File: src/rtl/gf2m_pkg.sv
// Field constants and FSM encoding for the GF(2^m) multiplier/divider pair.
// Bit i of every polynomial vector is the coefficient of x^i.
package gf2m_pkg;

  localparam int unsigned M  = 16;
  localparam int unsigned K2 = 5;
  localparam int unsigned K1 = 3;
  localparam int unsigned K0 = 2;

  // f(x) = x^16 + x^5 + x^3 + x^2 + 1
  localparam logic [M:0] F_POLY = 17'h1002D;

  typedef enum logic [1:0] {
    S_IDLE,
    S_RUN,
    S_DONE
  } state_t;

endpackage

File: src/rtl/gf2m_divider_halve.sv
// Combinational g * x^-1 mod f(x), where f = x^m + x^k2 + x^k1 + x^k0 + 1.
module gf2m_halve #(
  parameter int unsigned M  = 16,
  parameter int unsigned K2 = 5,
  parameter int unsigned K1 = 3,
  parameter int unsigned K0 = 2
) (
  input  logic [M-1:0] i_g,
  output logic [M-1:0] o_g
);

  // Odd g: (g ^ f) >> 1 sets the top bit and flips the shifted middle terms.
  always_comb begin
    o_g = i_g >> 1;
    if (i_g[0]) begin
      o_g[M-1]  = 1'b1;
      o_g[K2-1] = ~o_g[K2-1];
      o_g[K1-1] = ~o_g[K1-1];
      o_g[K0-1] = ~o_g[K0-1];
    end
  end

endmodule

File: src/rtl/gf2m_divider.sv
// Multi-cycle GF(2^m) divider C = A * B^-1 mod f using the binary extended
// Euclidean algorithm, one reduction step per cycle, valid/ready on both sides.
module gf2m_divider
  import gf2m_pkg::*;
#(
  parameter int unsigned m  = M,
  parameter int unsigned k2 = K2,
  parameter int unsigned k1 = K1,
  parameter int unsigned k0 = K0
) (
  input  logic         clk,
  input  logic         rst_n,
  input  logic         in_valid,
  output logic         in_ready,
  input  logic [0:m-1] A_in,
  input  logic [0:m-1] B_in,
  output logic         out_valid,
  input  logic         out_ready,
  output logic [0:m-1] C_out,
  output logic         div_by_zero
);

  localparam logic [m:0] ONE_V = {{m{1'b0}}, 1'b1};
  localparam logic [m:0] F     = (ONE_V << m) | (ONE_V << k2) | (ONE_V << k1)
                               | (ONE_V << k0) | ONE_V;
  localparam logic [m-1:0] ONE_U = {{(m-1){1'b0}}, 1'b1};

  state_t       r_state, r_state_nxt;
  logic [m-1:0] r_u, r_u_nxt;
  logic [m:0]   r_v, r_v_nxt;
  logic [m-1:0] r_g1, r_g1_nxt;
  logic [m-1:0] r_g2, r_g2_nxt;
  logic [m-1:0] r_c, r_c_nxt;
  logic         r_dz, r_dz_nxt;

  logic [m-1:0] w_a, w_b;
  logic [m-1:0] w_g1_half, w_g2_half;

  // Port vectors are [0:m-1]; index i is the x^i coefficient on both sides.
  always_comb begin
    w_a = '0;
    w_b = '0;
    C_out = '0;
    for (int unsigned i = 0; i < m; i++) begin
      w_a[i]   = A_in[i];
      w_b[i]   = B_in[i];
      C_out[i] = r_c[i];
    end
  end

  gf2m_halve #(.M(m), .K2(k2), .K1(k1), .K0(k0)) u_halve_g1 (
    .i_g (r_g1),
    .o_g (w_g1_half)
  );

  gf2m_halve #(.M(m), .K2(k2), .K1(k1), .K0(k0)) u_halve_g2 (
    .i_g (r_g2),
    .o_g (w_g2_half)
  );

  assign in_ready    = (r_state == S_IDLE);
  assign out_valid   = (r_state == S_DONE);
  assign div_by_zero = r_dz;

  always_comb begin
    r_state_nxt = r_state;
    r_u_nxt     = r_u;
    r_v_nxt     = r_v;
    r_g1_nxt    = r_g1;
    r_g2_nxt    = r_g2;
    r_c_nxt     = r_c;
    r_dz_nxt    = r_dz;
    case (r_state)
      S_IDLE: begin
        if (in_valid) begin
          if (w_b == '0) begin
            r_c_nxt     = '0;
            r_dz_nxt    = 1'b1;
            r_state_nxt = S_DONE;
          end else begin
            r_u_nxt     = w_b;
            r_v_nxt     = F;
            r_g1_nxt    = w_a;
            r_g2_nxt    = '0;
            r_state_nxt = S_RUN;
          end
        end
      end
      S_RUN: begin
        // Integer compare stands in for degree compare; on equal degrees
        // either reduction keeps the invariants.
        if (r_u == ONE_U) begin
          r_c_nxt     = r_g1;
          r_state_nxt = S_DONE;
        end else if (r_v == ONE_V) begin
          r_c_nxt     = r_g2;
          r_state_nxt = S_DONE;
        end else if (!r_u[0]) begin
          r_u_nxt  = r_u >> 1;
          r_g1_nxt = w_g1_half;
        end else if (!r_v[0]) begin
          r_v_nxt  = r_v >> 1;
          r_g2_nxt = w_g2_half;
        end else if ({1'b0, r_u} > r_v) begin
          r_u_nxt  = r_u ^ r_v[m-1:0];
          r_g1_nxt = r_g1 ^ r_g2;
        end else begin
          r_v_nxt  = r_v ^ {1'b0, r_u};
          r_g2_nxt = r_g2 ^ r_g1;
        end
      end
      S_DONE: begin
        if (out_ready) begin
          r_dz_nxt    = 1'b0;
          r_state_nxt = S_IDLE;
        end
      end
      default: r_state_nxt = S_IDLE;
    endcase
  end

  always_ff @(posedge clk or negedge rst_n) begin
    if (!rst_n) begin
      r_state <= S_IDLE;
      r_u     <= '0;
      r_v     <= '0;
      r_g1    <= '0;
      r_g2    <= '0;
      r_c     <= '0;
      r_dz    <= 1'b0;
    end else begin
      r_state <= r_state_nxt;
      r_u     <= r_u_nxt;
      r_v     <= r_v_nxt;
      r_g1    <= r_g1_nxt;
      r_g2    <= r_g2_nxt;
      r_c     <= r_c_nxt;
      r_dz    <= r_dz_nxt;
    end
  end

endmodule

File: config.mk
export PLATFORM = sky130hd
export DESIGN_NAME = gf2m_divider
export DESIGN_NICKNAME = d
export VERILOG_FILES = /design/src/rtl/gf2m_pkg.sv /design/src/rtl/gf2m_divider_halve.sv /design/src/rtl/gf2m_divider.sv
export SDC_FILE = /design/constraint.sdc
export NUM_CORES = 1
export LEC_CHECK = 0
export CORE_MARGIN = 3
export CORE_UTILIZATION = 28
export DETAILED_ROUTE_END_ITERATION = 12
export GPL_ROUTABILITY_DRIVEN = 0
export HOLD_SLACK_MARGIN = 0.03
export PLACE_DENSITY = 0.55
export RECOVER_POWER = 50
export SYNTH_ARGS = -nofsm -noshare
export SYNTH_HDL_FRONTEND = slang
export SYNTH_SLANG_ARGS = --single-unit
File: constraint.sdc
create_clock -name clk -period 8.3 [get_ports clk]
set_clock_uncertainty 0.05 [all_clocks]
set_input_delay 1.245 -clock clk [delete_from_list [all_inputs] [get_ports clk]]
set_output_delay 1.245 -clock clk [all_outputs]
set_load 0.05 [all_outputs]
==> results of run 1 <==
placed cells by master, fill, tap and decap left out, types with 8 or more instances in the layout:
cell type,netlist,final
sky130_fd_sc_hd__nor2_1,43,43
sky130_fd_sc_hd__dlygate4sd3_1,0,9
sky130_fd_sc_hd__buf_4,2,10
sky130_fd_sc_hd__o21ai_0,38,38
sky130_fd_sc_hd__clkdlybuf4s50_1,0,44
sky130_fd_sc_hd__nor4_1,14,14
sky130_fd_sc_hd__dfrtp_1,84,84
sky130_fd_sc_hd__nand3b_1,10,10
sky130_fd_sc_hd__o31ai_1,18,18
sky130_fd_sc_hd__inv_1,30,30
sky130_fd_sc_hd__a22oi_1,17,17
sky130_fd_sc_hd__clkbuf_16,0,9
sky130_fd_sc_hd__o32ai_1,8,8
sky130_fd_sc_hd__a32o_1,19,19
sky130_fd_sc_hd__mux2_1,11,11
sky130_fd_sc_hd__mux2_4,27,27
sky130_fd_sc_hd__nand2_1,23,23
sky130_fd_sc_hd__ha_1,17,17
sky130_fd_sc_hd__a21oi_1,51,51
sky130_fd_sc_hd__xnor2_1,16,16
sky130_fd_sc_hd__nand3_1,13,13
sky130_fd_sc_hd__o2111ai_1,16,16
sky130_fd_sc_hd__and3_1,13,13
worst reg2reg max path: stages, from the launching register on:
cell and delay (ns):
sky130_fd_sc_hd__dfrtp_1 0.45, sky130_fd_sc_hd__ha_1 0.40, sky130_fd_sc_hd__nand3_1 0.17, sky130_fd_sc_hd__nor4_2 0.42, sky130_fd_sc_hd__and2_1 0.36, sky130_fd_sc_hd__a311o_1 0.80
sky130_fd_sc_hd__nor3b_2 0.97, sky130_fd_sc_hd__a32o_1 0.25
cell families (layout without fill, tap and decap cells):
| group | Yosys count | in the layout | share of synthesized area |
|---|---|---|---|
| AOI/OAI and AO/OA | 197 | 197 | 0.253 |
| xor gates and xnor gates | 19 | 19 | 0.0297 |
| adders and majority gates | 17 | 17 | 0.0380 |
| buffers and inverters | 80 | 112 | 0.0610 |
| DFF | 84 | 84 | 0.375 |
| muxes | 42 | 42 | 0.102 |
| and+or+nand+nor | 149 | 149 | 0.142 |
worst paths after layout:
check,to,cells past startpoint,slack (ns),from
max in group clk,r_g2[14]$_DFFE_PN0P_,7,3.96,B_in[2]
worst max-delay path,r_g1[1]$_DFFE_PN0P_,2,3.13,rst_n
worst min-delay path,r_v[14]$_DFFE_PN0P_,1,0.45,r_v[14]$_DFFE_PN0P_
worst min register to register,r_v[14]$_DFFE_PN0P_,1,0.45,r_v[14]$_DFFE_PN0P_
worst max register to register,r_g2[14]$_DFFE_PN0P_,7,4.37,r_u[15]$_DFFE_PN0P_
min in group asynchronous,r_u[2]$_DFFE_PN0P_,1,1.11,rst_n
through the flow:
stage          total power, mW  cells  instance area [sq um]  worst slack, ns  hold slack (ns)
6_report                  3.09    885                   6610             3.13            0.446
5_1_grt                   3.31    885                   6610             2.29            0.478
4_1_cts                   3.10    885                   6610             3.98            0.446
3_5_place_dp              2.70    869                   6330             3.61            0.433
3_3_place_gp              2.65    869                   6330             3.72            0.427
2_1_floorplan             2.24    588                   5600             5.24            0.414
power breakdown:
group	leakage, nW	internal (mW)	switching [mW]
Combinational	1.47	0.777	1.10
Clock	0.132	0.212	0.177
Sequential	1.05	0.596	0.223
Total	2.65	1.58	1.50
layer usage:
layer  global-route usage  up-vias  share of wire
met3               0.0414       32          0.060
met4               0.0610        0          0.028
met5                    0        -              0
met1                0.196     2406           0.45
met2                0.247      154           0.46
li1                     -     2274              -
state kept, by name, summed over array words and instances (netlist names):
register     count
r_v             17
r_c             16
r_g1            16
r_g2            16
r_u             16
r_state          2
div_by_zero      1
layout make-up:
class	instances	area, sq um	share of cell area
inverters	31	116	0.0176
well taps	265	332	0.0502
repair buffers	65	613	0.0928
multi-input cells	424	3160	0.479
clock buffers	11	243	0.0367
flip-flops and latches	84	2100	0.318
clock inverters	5	37.5	0.00568
==> impl_metrics.sql, run 1 <==
INSERT INTO impl_metrics (metric_group, metric, value, unit) VALUES
('timing', 'max-slew-margin-rel', '-1.35', ''),
('critical_path', 'critical_path.top_delay_family', 'buffers and inverters', ''),
('timing', 'setup_repair_after_global_routing_missed_its_margin', 'false', ''),
('floorplan', 'initial_standard_cell_utilization_of_the_core', '0.286', ''),
('global_route', 'grt_first_pass_wirelength', '26.7', 'mm'),
('finish', 'final_core_utilization', '0.337', ''),
('drt', 'viasPerCell', '5.50', ''),
('drt', 'detail-route-antenna-nets', '0', ''),
('critical_path', 'timing.critical_path.fanout_max', '62', ''),
('finish', 'num_antenna_cells', '0', ''),
('logic_synthesis', 'synth-seq-area-share', '0.375', ''),
('critical_path', 'path_cells', 'clkbuf_1 -> clkbuf_1', ''),
('critical_path', 'worst_path_most_repeated_cell', 'sky130_fd_sc_hd__clkbuf_1', ''),
('logic_synthesis', 'proportion_of_netlist_area_held_by_the_largest_area_contributor', '0.375', ''),
('logic_synthesis', 'synth_area_leaders', 'sky130_fd_sc_hd__dfrtp_1 (38%), sky130_fd_sc_hd__mux2_4 (7.2%), sky130_fd_sc_hd__a21oi_1 (4.6%)', ''),
('clock_tree', 'insertion_delay', '0.35', 'ns'),
('finish', 'syn_to_final_growth', '17.9', '%'),
('finish', 'share_of_post_route_cells_with_drive_strength_above_1', '0.111', ''),
('logic_synthesis', 'synth_edf_count', '0', ''),
('floorplan', 'core-area', '0.0196', 'sq mm'),
('timing', 'setup_violations', '0', ''),
('timing', 'final_max_slew_violation_count', '63', ''),
('logic_synthesis', 'post_synth_most_frequent_cells', 'sky130_fd_sc_hd__dfrtp_1 (84), sky130_fd_sc_hd__a21oi_1 (51), sky130_fd_sc_hd__nor2_1 (43)', ''),
('clock_tree', 'worst_setup_hold_path_clk_slew', '0.06', 'ns'),
('finish', 'n_fill_cell', '2027', ''),
('timing', 'final_min_period_over_clock_period', '0.622', ''),
('critical_path', 'cpPeakStageDelay', '2.55', 'ns'),
('timing', 'tns', '0', 'ns'),
('logic_synthesis', 'syn_nets', '641', ''),
('drt', 'drc', '0', ''),
('critical_path', 'timing.setup.critical_path_class', 'in2async', ''),
('clock_tree', 'clock_tree.buffer_depth', '2', ''),
('critical_path', 'crit_arrival', '4.77', 'ns'),
('global_route', 'grt_overflow_total', '0', ''),
('timing', 'tightestPinTransition', '3.53', 'ns'),
('clock_tree', 'htreeDepth', '3', ''),
('run', 'maxCapViolCount', '1', ''),
('floorplan', 'num_io_pins', '55', ''),
('clock_tree', 'numClockSinks', '84', ''),
('logic_synthesis', 'avgSynthCellArea', '9.53', 'sq um'),
('pwr', 'vdd_drop_max', '0.275', 'mV'),
('logic_synthesis', 'synth_ff_type', 'sky130_fd_sc_hd__dfrtp_1', ''),
('drt', 'routed-via-count', '4866', ''),
('drt', 'avgRoutedWirePerCell', '18.5', 'microns'),
('logic_synthesis', 'syn_area', '0.00560', 'sq mm'),
('floorplan', 'design.die.area', '0.0217', 'sq mm'),
('timing', 'final.min_clock_period', '5.17', 'ns'),
('pwr', 'leakagePower', '2.65', 'nW'),
('logic_synthesis', 'synth.largest_area_cell', 'sky130_fd_sc_hd__dfrtp_1', ''),
('worst_hold_path', 'holdCritPathClass', 'reg2reg', ''),
('pwr', 'pwr_density_cell', '467', 'mW/mm^2'),
('critical_path', 'startpoint_type_of_the_worst_setup_path', 'input pin', ''),
('logic_synthesis', 'synthCells', '588', ''),
('clock_tree', 'ctsHoldBuffers', '0', ''),
('drt', 'drt_iter0_markers', '446', ''),
('clock_tree', 'cts_tree', 'built', ''),
('clock_tree', 'post_cts_setup_inserts', '0', ''),
('logic_synthesis', 'synthArstFlopShare', '1.00', ''),
('drt', 'drt_pre_antenna_iters', '5', ''),
('outcome', 'failed_checks', 'capacitance limit, slew limit', ''),
('timing', 'maxClockFrequency', '194', 'MHz'),
('logic_synthesis', 'synth_warnings', '0', ''),
('global_route', 'first_global_vias', '5076', ''),
('outcome', 'result_of_the_run', 'finished with violations', ''),
('critical_path', 'cp.buffers_inverters', '2', ''),
('logic_synthesis', 'yosysMostFrequentCell', 'sky130_fd_sc_hd__dfrtp_1', ''),
('floorplan', 'die_w', '147', 'microns'),
('global_route', 'maximum_number_of_pins_on_one_net_before_global_route_repair', '71', ''),
('clock_tree', 'clk_root_buffer_cell', 'sky130_fd_sc_hd__clkbuf_16', ''),
('critical_path', 'endpoint_kind', 'asynchronous set/reset pin', ''),
('placed_design', 'io_buffers', '54', '');
Power figures use the tool's default switching activity.
==> run 2: changes to the inputs <==
Clock period 8.3 ns to 5.2 ns, I/O delays scaled along.
==> impl_metrics.sql, run 2 (synthesis gave the netlist of run 1 again) <==
INSERT INTO impl_metrics (metric_group, metric, value, unit) VALUES
('clock_tree', 'htreeDepth', '3', ''),
('finish', 'n_fill_cell', '2016', ''),
('pwr', 'pwr_density_cell', '739', 'mW/mm^2'),
('floorplan', 'design.die.area', '0.0217', 'sq mm'),
('global_route', 'grt_antenna_before_repair', '0', ''),
('clock_tree', 'worst_setup_hold_path_clk_slew', '0.06', 'ns'),
('critical_path', 'critical_path.top_delay_family', 'flip-flops', ''),
('clock_tree', 'post_cts_setup_inserts', '0', ''),
('critical_path', 'timing.setup.critical_path_class', 'reg2reg', ''),
('floorplan', 'die_h', '147', 'microns'),
('drt', 'avgRoutedWirePerCell', '18.2', 'microns'),
('critical_path', 'worst_endpoint_required_time', '5.38', 'ns'),
('timing', 'hold_violations', '0', ''),
('timing', 'setup_repair_after_global_routing_missed_its_margin', 'false', ''),
('global_route', 'first_global_vias', '4993', ''),
('pwr', 'switching_power', '2.36', 'mW'),
('timing', 'tightestPinTransition', '3.00', 'ns'),
('drt', 'drc', '0', ''),
('drt', 'detail-route-antenna-nets', '0', ''),
('clock_tree', 'insertion_delay', '0.35', 'ns'),
('critical_path', 'path_cells', 'nor4b_1 -> a41oi_4 -> o31ai_2 -> and2_1 -> o41ai_4 -> buf_4 -> mux2_4', ''),
('drt', 'drt_iter0_markers', '300', ''),
('drt', 'postRouteWirelength', '16.1', 'mm'),
('finish', 'share_of_post_route_cells_with_drive_strength_above_1', '0.111', ''),
('placed_design', 'place_hpwl', '10.9', 'mm'),
('clock_tree', 'clock_tree.buffer_depth', '2', ''),
('placed_design', 'io_buffers', '54', ''),
('finish', 'final_cell_mix', 'sky130_fd_sc_hd__dfrtp_1 (84), sky130_fd_sc_hd__a21oi_1 (51), sky130_fd_sc_hd__clkdlybuf4s50_1 (44), sky130_fd_sc_hd__nor2_1 (43), sky130_fd_sc_hd__o21ai_0 (38)', ''),
('worst_hold_path', 'holdCritPathClass', 'reg2reg', ''),
('timing', 'maxClockFrequency', '271', 'MHz'),
('finish', 'final_common_cell', 'sky130_fd_sc_hd__dfrtp_1', ''),
('finish', 'max_reg_flops', '17', ''),
('critical_path', 'critical-path-slowest-cell', 'sky130_fd_sc_hd__dfrtp_1', ''),
('global_route', 'grt_overflow_total', '0', ''),
('global_route', 'maximum_number_of_pins_on_one_net_before_global_route_repair', '70', ''),
('outcome', 'failed_checks', 'capacitance limit, slew limit', ''),
('pwr', 'leakagePower', '2.65', 'nW'),
('finish', 'final_core_utilization', '0.337', ''),
('finish', 'fin_nets', '669', ''),
('pwr', 'internal-power', '2.52', 'mW'),
('timing', 'final_max_slew_violation_count', '55', ''),
('pwr', 'combPwrFrac', '0.602', ''),
('pwr', 'power.share.switching', '0.484', ''),
('clock_tree', 'cts_made_buffers', '9', ''),
('timing', 'max-slew-margin-rel', '-1.00', ''),
('critical_path', 'cp.buffers_inverters', '1', ''),
('critical_path', 'crit_arrival', '3.87', 'ns'),
('drt', 'viasPerCell', '5.31', ''),
('critical_path', 'cpPeakStageDelay', '1.03', 'ns'),
('clock_tree', 'ctsHoldBuffers', '0', ''),
('clock_tree', 'numClockSinks', '84', ''),
('finish', 'largest_register', 'r_v', ''),
('critical_path', 'timing.critical_path.fanout_max', '30', ''),
('floorplan', 'num_io_pins', '55', ''),
('timing', 'tns', '0', 'ns'),
('timing', 'final_min_period_over_clock_period', '0.709', ''),
('outcome', 'result_of_the_run', 'finished with violations', ''),
('global_route', 'track_usage', '0.155', ''),
('floorplan', 'die_w', '147', 'microns'),
('finish', 'num_antenna_cells', '0', ''),
('finish', 'syn_to_final_growth', '17.7', '%'),
('clock_tree', 'clk_root_buffer_cell', 'sky130_fd_sc_hd__clkbuf_16', ''),
('critical_path', 'endpoint_kind', 'flip-flop', ''),
('clock_tree', 'cts_tree', 'built', ''),
('timing', 'final.min_clock_period', '3.69', 'ns'),
('clock_tree', 'post_cts.resized_instances', '0', ''),
('timing', 'setup_violations', '0', ''),
('global_route', 'grt_first_pass_wirelength', '26.9', 'mm'),
('floorplan', 'row_count', '51', ''),
('pwr', 'share_seq_of_total_power', '0.278', ''),
('pwr', 'vdd_drop_max', '0.322', 'mV'),
('pwr', 'power.clock.fraction', '0.121', ''),
('run', 'maxCapViolCount', '1', ''),
('drt', 'routed-via-count', '4698', ''),
('floorplan', 'initial_standard_cell_utilization_of_the_core', '0.286', ''),
('drt', 'drt_pre_antenna_iters', '5', ''),
('critical_path', 'startpoint_type_of_the_worst_setup_path', 'flip-flop', ''),
('floorplan', 'core-area', '0.0196', 'sq mm');
[run 2: per-stage QoR]
stage	total power [mW]	hold WS [ns]	setup slack [ns]	std cells	cell area (sq um)
after floorplan	3.57	0.414	2.47	588	5600
after global placement	4.25	0.427	1.33	870	6340
after detailed placement	4.31	0.433	1.35	870	6340
after CTS	4.93	0.448	1.56	885	6600
after global routing	5.28	0.462	0.858	885	6590
final	4.87	0.442	1.51	885	6590
[run 2: final cells by class]
cell class / count / area (sq um) / share of cell area
tap: 265 / 332 / 0.0503
clock buffer: 11 / 233 / 0.0353
inverter: 31 / 116 / 0.0176
sequential: 84 / 2100 / 0.319
multi-input combinational: 424 / 3160 / 0.480
clock inverter: 4 / 27.5 / 0.00417
timing repair buffer: 66 / 622 / 0.0943
[run 2: metal layers]
metal,GRT usage,vias up,routed length (microns)
met1,0.204,2304,7270
li1,-,2268,-
met3,0.0377,12,765
met5,0,-,0
met2,0.253,114,7900
met4,0.0499,0,201
[run 2: worst paths after layout]
check / startpoint / to / slack [ns] / cells after the start
worst min-delay path: r_v[2]$_DFFE_PN0P_ / r_v[2]$_DFFE_PN0P_ / 0.44 / 1
worst max-delay path: r_u[0]$_DFFE_PN0P_ / r_u[1]$_DFFE_PN0P_ / 1.51 / 7
worst min register to register: r_v[2]$_DFFE_PN0P_ / r_v[2]$_DFFE_PN0P_ / 0.44 / 1
max in group asynchronous: rst_n / r_v[4]$_DFFE_PN0P_ / 1.65 / 2
min in group asynchronous: rst_n / r_u[8]$_DFFE_PN0P_ / 1.36 / 1
worst max register to register: r_u[0]$_DFFE_PN0P_ / r_u[1]$_DFFE_PN0P_ / 1.51 / 7
[run 2: power groups by stage]
stage	Clock [mW]	Sequential [mW]	Combinational (mW)
2_1_floorplan	0	1.41	2.16
3_3_place_gp	0	1.34	2.90
3_5_place_dp	0	1.36	2.96
4_1_cts	0.611	1.35	2.97
5_1_grt	0.640	1.41	3.23
6_report	0.589	1.35	2.93
